**config.mk**
```make
export PLATFORM = sky130hd
export DESIGN_NAME = iload_server
export DESIGN_NICKNAME = d
export VERILOG_FILES = /design/src/rtl/iload_server.sv
export SDC_FILE = /design/constraint.sdc
export NUM_CORES = 1
export LEC_CHECK = 0
export ABC_CLOCK_PERIOD_IN_PS = 10400
export CAP_MARGIN = 20
export CORE_ASPECT_RATIO = 2
export CORE_UTILIZATION = 42
export CTS_BUF_LIST = sky130_fd_sc_hd__clkbuf_16
export DETAILED_ROUTE_END_ITERATION = 6
export GPL_TIMING_DRIVEN = 0
export PLACE_DENSITY = 0.95
export SLEW_MARGIN = 20
export SYNTH_ARGS = -nofsm -noshare
export SYNTH_HDL_FRONTEND = slang
export SYNTH_SLANG_ARGS = --single-unit
```
**constraint.sdc**
```tcl
create_clock -name CLK -period 10.4 [get_ports CLK]
set_clock_uncertainty 0.2 [all_clocks]
set_input_delay 2.08 -clock CLK [delete_from_list [all_inputs] [get_ports CLK]]
set_output_delay 2.08 -clock CLK [all_outputs]
set_load 0.005 [all_outputs]
```
**src/rtl/iload_server.sv**
```systemverilog
// iload_server: round-robin instruction-fetch arbiter in front of a shared single-word RAM read port.
// Per-CPU words are packed CPU i at bits [i*32 +: 32]; ramstate: 0 FREE, 1 BUSY, 2 ACCESS, 3 ERROR.
// Optional one-entry last-fill buffer enabled by defining ILOAD_LFB_EN.
module iload_server #(
    parameter int CPUS = 2
) (
    input  logic                 CLK,
    input  logic                 RST,
    input  logic [CPUS-1:0]      iREN,
    input  logic [CPUS*32-1:0]   iaddr,
    output logic [CPUS-1:0]      iwait,
    output logic [CPUS*32-1:0]   iload,
    input  logic                 dbusy,
    output logic                 ramREN,
    output logic [31:0]          ramaddr,
    input  logic [31:0]          ramload,
    input  logic [1:0]           ramstate
);
    localparam int RR_W = (CPUS > 1) ? $clog2(CPUS) : 1;
    localparam logic [1:0] RAM_ACCESS = 2'd2;

    typedef enum logic {IDLE, REQ} state_t;

    state_t            state, state_next;
    logic [RR_W-1:0]   rr, rr_next;
    logic [RR_W-1:0]   sel, sel_next;
    logic [RR_W-1:0]   pick;
    logic [31:0]       req_addr, req_addr_next;
    logic              found;
    logic [CPUS-1:0]   grant;
    logic [31:0]       grant_data;
    logic [31:0]       addr_w [CPUS];
    logic [2*CPUS-1:0] dbl;
    logic [CPUS-1:0]   rot;
    logic              lfb_hit;
    logic [31:0]       lfb_word;

    function automatic logic [RR_W-1:0] wrap_add(input logic [RR_W-1:0] v, input int k);
        int t;
        t = int'(v) + k;
        if (t >= CPUS) t = t - CPUS;
        return RR_W'(t);
    endfunction

    for (genvar i = 0; i < CPUS; i++) begin : g_cpu
        assign addr_w[i]          = iaddr[i*32 +: 32];
        assign iwait[i]           = ~grant[i];
        assign iload[i*32 +: 32]  = grant[i] ? grant_data : 32'h0;
    end

    // Rotate the request vector so bit 0 is the CPU at rr; lowest set bit wins.
    always_comb begin
        dbl   = {iREN, iREN} >> rr;
        rot   = dbl[CPUS-1:0];
        found = |rot;
        pick  = '0;
        for (int k = CPUS - 1; k >= 0; k--) begin
            if (rot[k]) pick = wrap_add(rr, k);
        end
    end

`ifdef ILOAD_LFB_EN
    logic        lfb_valid;
    logic [31:0] lfb_addr;
    logic [31:0] lfb_data;

    assign lfb_hit  = found && lfb_valid && (addr_w[pick] == lfb_addr);
    assign lfb_word = lfb_data;

    always_ff @(posedge CLK) begin
        if (RST) begin
            lfb_valid <= 1'b0;
            lfb_addr  <= '0;
            lfb_data  <= '0;
        end else if (state == REQ && |grant) begin
            lfb_valid <= 1'b1;
            lfb_addr  <= req_addr;
            lfb_data  <= ramload;
        end
    end
`else
    assign lfb_hit  = 1'b0;
    assign lfb_word = '0;
`endif

    always_comb begin
        state_next    = state;
        rr_next       = rr;
        sel_next      = sel;
        req_addr_next = req_addr;
        grant         = '0;
        grant_data    = '0;
        ramREN        = 1'b0;
        ramaddr       = '0;
        case (state)
            IDLE: begin
                if (lfb_hit) begin
                    grant[pick] = 1'b1;
                    grant_data  = lfb_word;
                    rr_next     = wrap_add(pick, 1);
                end else if (found) begin
                    sel_next      = pick;
                    req_addr_next = addr_w[pick];
                    state_next    = REQ;
                end
            end
            REQ: begin
                // A dropped request or a redirected address abandons the read outright.
                if (!iREN[sel] || addr_w[sel] != req_addr) begin
                    state_next = IDLE;
                end else if (!dbusy) begin
                    ramREN  = 1'b1;
                    ramaddr = req_addr;
                    if (ramstate == RAM_ACCESS) begin
                        grant[sel] = 1'b1;
                        grant_data = ramload;
                        rr_next    = wrap_add(sel, 1);
                        state_next = IDLE;
                    end
                end
            end
            default: state_next = IDLE;
        endcase
        if (RST) begin
            grant      = '0;
            grant_data = '0;
            ramREN     = 1'b0;
            ramaddr    = '0;
        end
    end

    always_ff @(posedge CLK) begin
        if (RST) begin
            state    <= IDLE;
            rr       <= '0;
            sel      <= '0;
            req_addr <= '0;
        end else begin
            state    <= state_next;
            rr       <= rr_next;
            sel      <= sel_next;
            req_addr <= req_addr_next;
        end
    end
endmodule

```
==> run metrics <==
clock network latency to the later pin of the worst-skew pair=290 ps; WL per Instance=21.17 µm; TritonCTS clock tree=yes; number of synthesized flops with an enable pin=0; Worst Setup Start Kind=input port; violation count after the first detailed-routing iteration=about 240; number of hold buffers added after CTS=0; Pleak=2.043 nW; IO Pins=202; Initial Util=0.4321; die height=between 100 and 150 µm; hold_ws=between 300 and 400 ps; htree depth=2; count of cell types in the netlist=40; Mean Syn Cell Area=8.215 µm²; outcome=finished, final reports clean; Slew Viols, Final=0; crit-path max FO=10; Sinks on Clock Net=35; HP Class=flip-flop to flip-flop; critical-path cell list=clkdlybuf4s50_1 > mux2i_1 > o2bb2ai_1 > a211oi_1 > nand4_1 > or4_1 > buf_2 > buf_2 > nor4_1 > clkdlybuf4s50_1; die width=67.08 µm; synthesized instance count=433; Critical Path End Type=output port; Synth Flop Type=dfxtp_1; Root Buffer=clkbuf_16; final setup vio count=0; Slew HR=0.4264; final hold vios=0; post-CTS resize count=0; clock slew at reported path FFs=60 ps; Routed Antenna Nets=0; via count=4560; CP Data Required Time=8120 ps; critical path type=input port to output port; Synth Warn #=0; sequential-to-total area share from yosys stat=0.1970; max_cap viols=0; initial antenna violation count=0; via/cell ratio=6.179; pwr/cell area=85.35 mW/mm²; Routability Congestion=0.9748; WP data arrival=5720 ps; crit-path max cell delay=630 ps; clk buf depth=2; die area=0.008864 mm²; Synth top area share=0.1970; num rows=47; DRT Pass-1 Iters=4; Synth area leaders=dfxtp_1, mux2i_1, nor4_2, nor4_1, nor4b_1; P&R area growth vs syn=64.05%; most common cell in the netlist=mux2i_1; synthesized flop and latch total=35; RSZ-0062 raised after global routing=no; area of the multi-input gates=0.002467 mm²; drc violations=0; sequential cell area=700.7 µm²; Buf/Inv on CP=4; first-pass GRT wire length=roughly 24000 µm; cell family with most CP delay=buffers and inverters; min Tclk post-route=between 7000 and 8000 ps; Syn Std Cell Area=0.003557 mm²; measured slew at the worst slew-check pin=about 860 ps; FMAX=125.0 MHz; GRT Total Usage=0.3528; aggregate global routing overflow=0; core area=0.008233 mm²; share of layout cells above drive strength 1=0.08438; Syn Nets=536; TritonCTS Buffers=5; IO Port Bufs=199; share of synthesized flip-flops with an asynchronous set or reset=0; area leader, netlist=dfxtp_1; Filler cells=658; pin count of the biggest net entering global routing=12; Total Nets Final=742; vias in the first global route=4546; VDD IR-drop max=0.09452 mV; hpwl dp=12490 µm; final worst-path cycle share=0.7690; number of inserted diodes=0; synth cell count leaders=mux2i_1, nor4_1, nor2_1; Setup Fix Bufs, Post-CTS=0; total routed wirelength=15630 µm; Setup TNS Final=0 ps; critical path's slowest cell=clkdlybuf4s50_1
## per-layer routing
layer	vias to the layer above	GRT usage	wire, µm
li1	2052	-	-
met1	2156	0.3292	4998
met2	279	0.6356	8429
met3	73	0.07266	1117
met4	0	0.2530	1082
met5	-	0	0
## layout by cell type, fill, tap and decap left out, types with 3 or more instances in the layout
master,Yosys,routed
a211oi_1,33,33
xnor2_1,11,11
nor4_2,29,29
mux2i_1,64,64
clkdlybuf4s50_1,0,199
nor4b_1,31,31
clkbuf_1,34,34
xor2_1,10,10
nor4_1,44,44
nand2_1,6,6
o211ai_1,3,3
buf_2,8,8
clkbuf_16,0,5
nand4_1,6,6
buf_6,7,7
o22ai_1,3,3
dfxtp_1,35,35
inv_1,35,35
o2bb2ai_1,7,7
nor2_1,40,40
## registers in the layout (all words and copies together), names as in the netlist
signal and flops:
req_addr 32, state 1, sel 1, rr 1
## cells by family (layout without fill, tap and decap cells)
kind of cell,Yosys count,count (layout),share of synthesized area
and+or+nand+nor,171,171,0.3429
buffers and inverters,86,293,0.1094
muxes,65,65,0.1833
AOI/OAI and AO/OA,55,55,0.1157
DFF,35,35,0.1970
xor gates and xnor gates,21,21,0.05170
## power breakdown
group	switching, mW	internal, mW	total, mW
Sequential	0.0151	0.147	0.162
Combinational	0.0864	0.0766	0.163
Clock	0.0610	0.112	0.173
## worst reg2reg max path, delay by kind of cell (launching register included)
kind,cells,cell delay [ps]
flip-flops,1,320
multiplexers,2,750
buffers and inverters,3,670
AND/OR/NAND/NOR,3,870
AO/OA/AOI/OAI,1,140
## final timing paths
path,from,endpoint,slack (ps),depth (start not counted)
worst min register to register,req_addr[14],req_addr[14],330,2
worst min-delay path,req_addr[14],req_addr[14],330,2
worst max-delay path,iaddr[43],iload[13],2400,10
worst max register to register,sel,rr,7330,9
## area by class of cell
| type | count | area share |
|---|---|---|
| repair buffers | 199 | 0.3413 |
| clock buffers | 5 | 0.02144 |
| well taps | 98 | 0.02101 |
| clock inverters | 3 | 0.006647 |
| plain buffers | 50 | 0.04352 |
| flip-flops and latches | 35 | 0.1201 |
| inverters | 36 | 0.02316 |
| multi-input cells | 312 | 0.4228 |
## per-stage QoR
step / total power, mW / cells / worst slack [ps] / util / cell area [µm²]
6_report: 0.4980 / 738 / 2403 / 0.7088 / 5836
3_3_place_gp: 0.3189 / 730 / 2625 / 0.6889 / 5672
4_1_cts: 0.4939 / 738 / 2593 / 0.7088 / 5836
2_1_floorplan: 0.2462 / 433 / 4111 / - / 3557
5_1_grt: 0.5134 / 738 / 2305 / 0.7088 / 5836
3_5_place_dp: 0.3233 / 730 / 2614 / 0.6889 / 5672
Power figures use the tool's default switching activity.
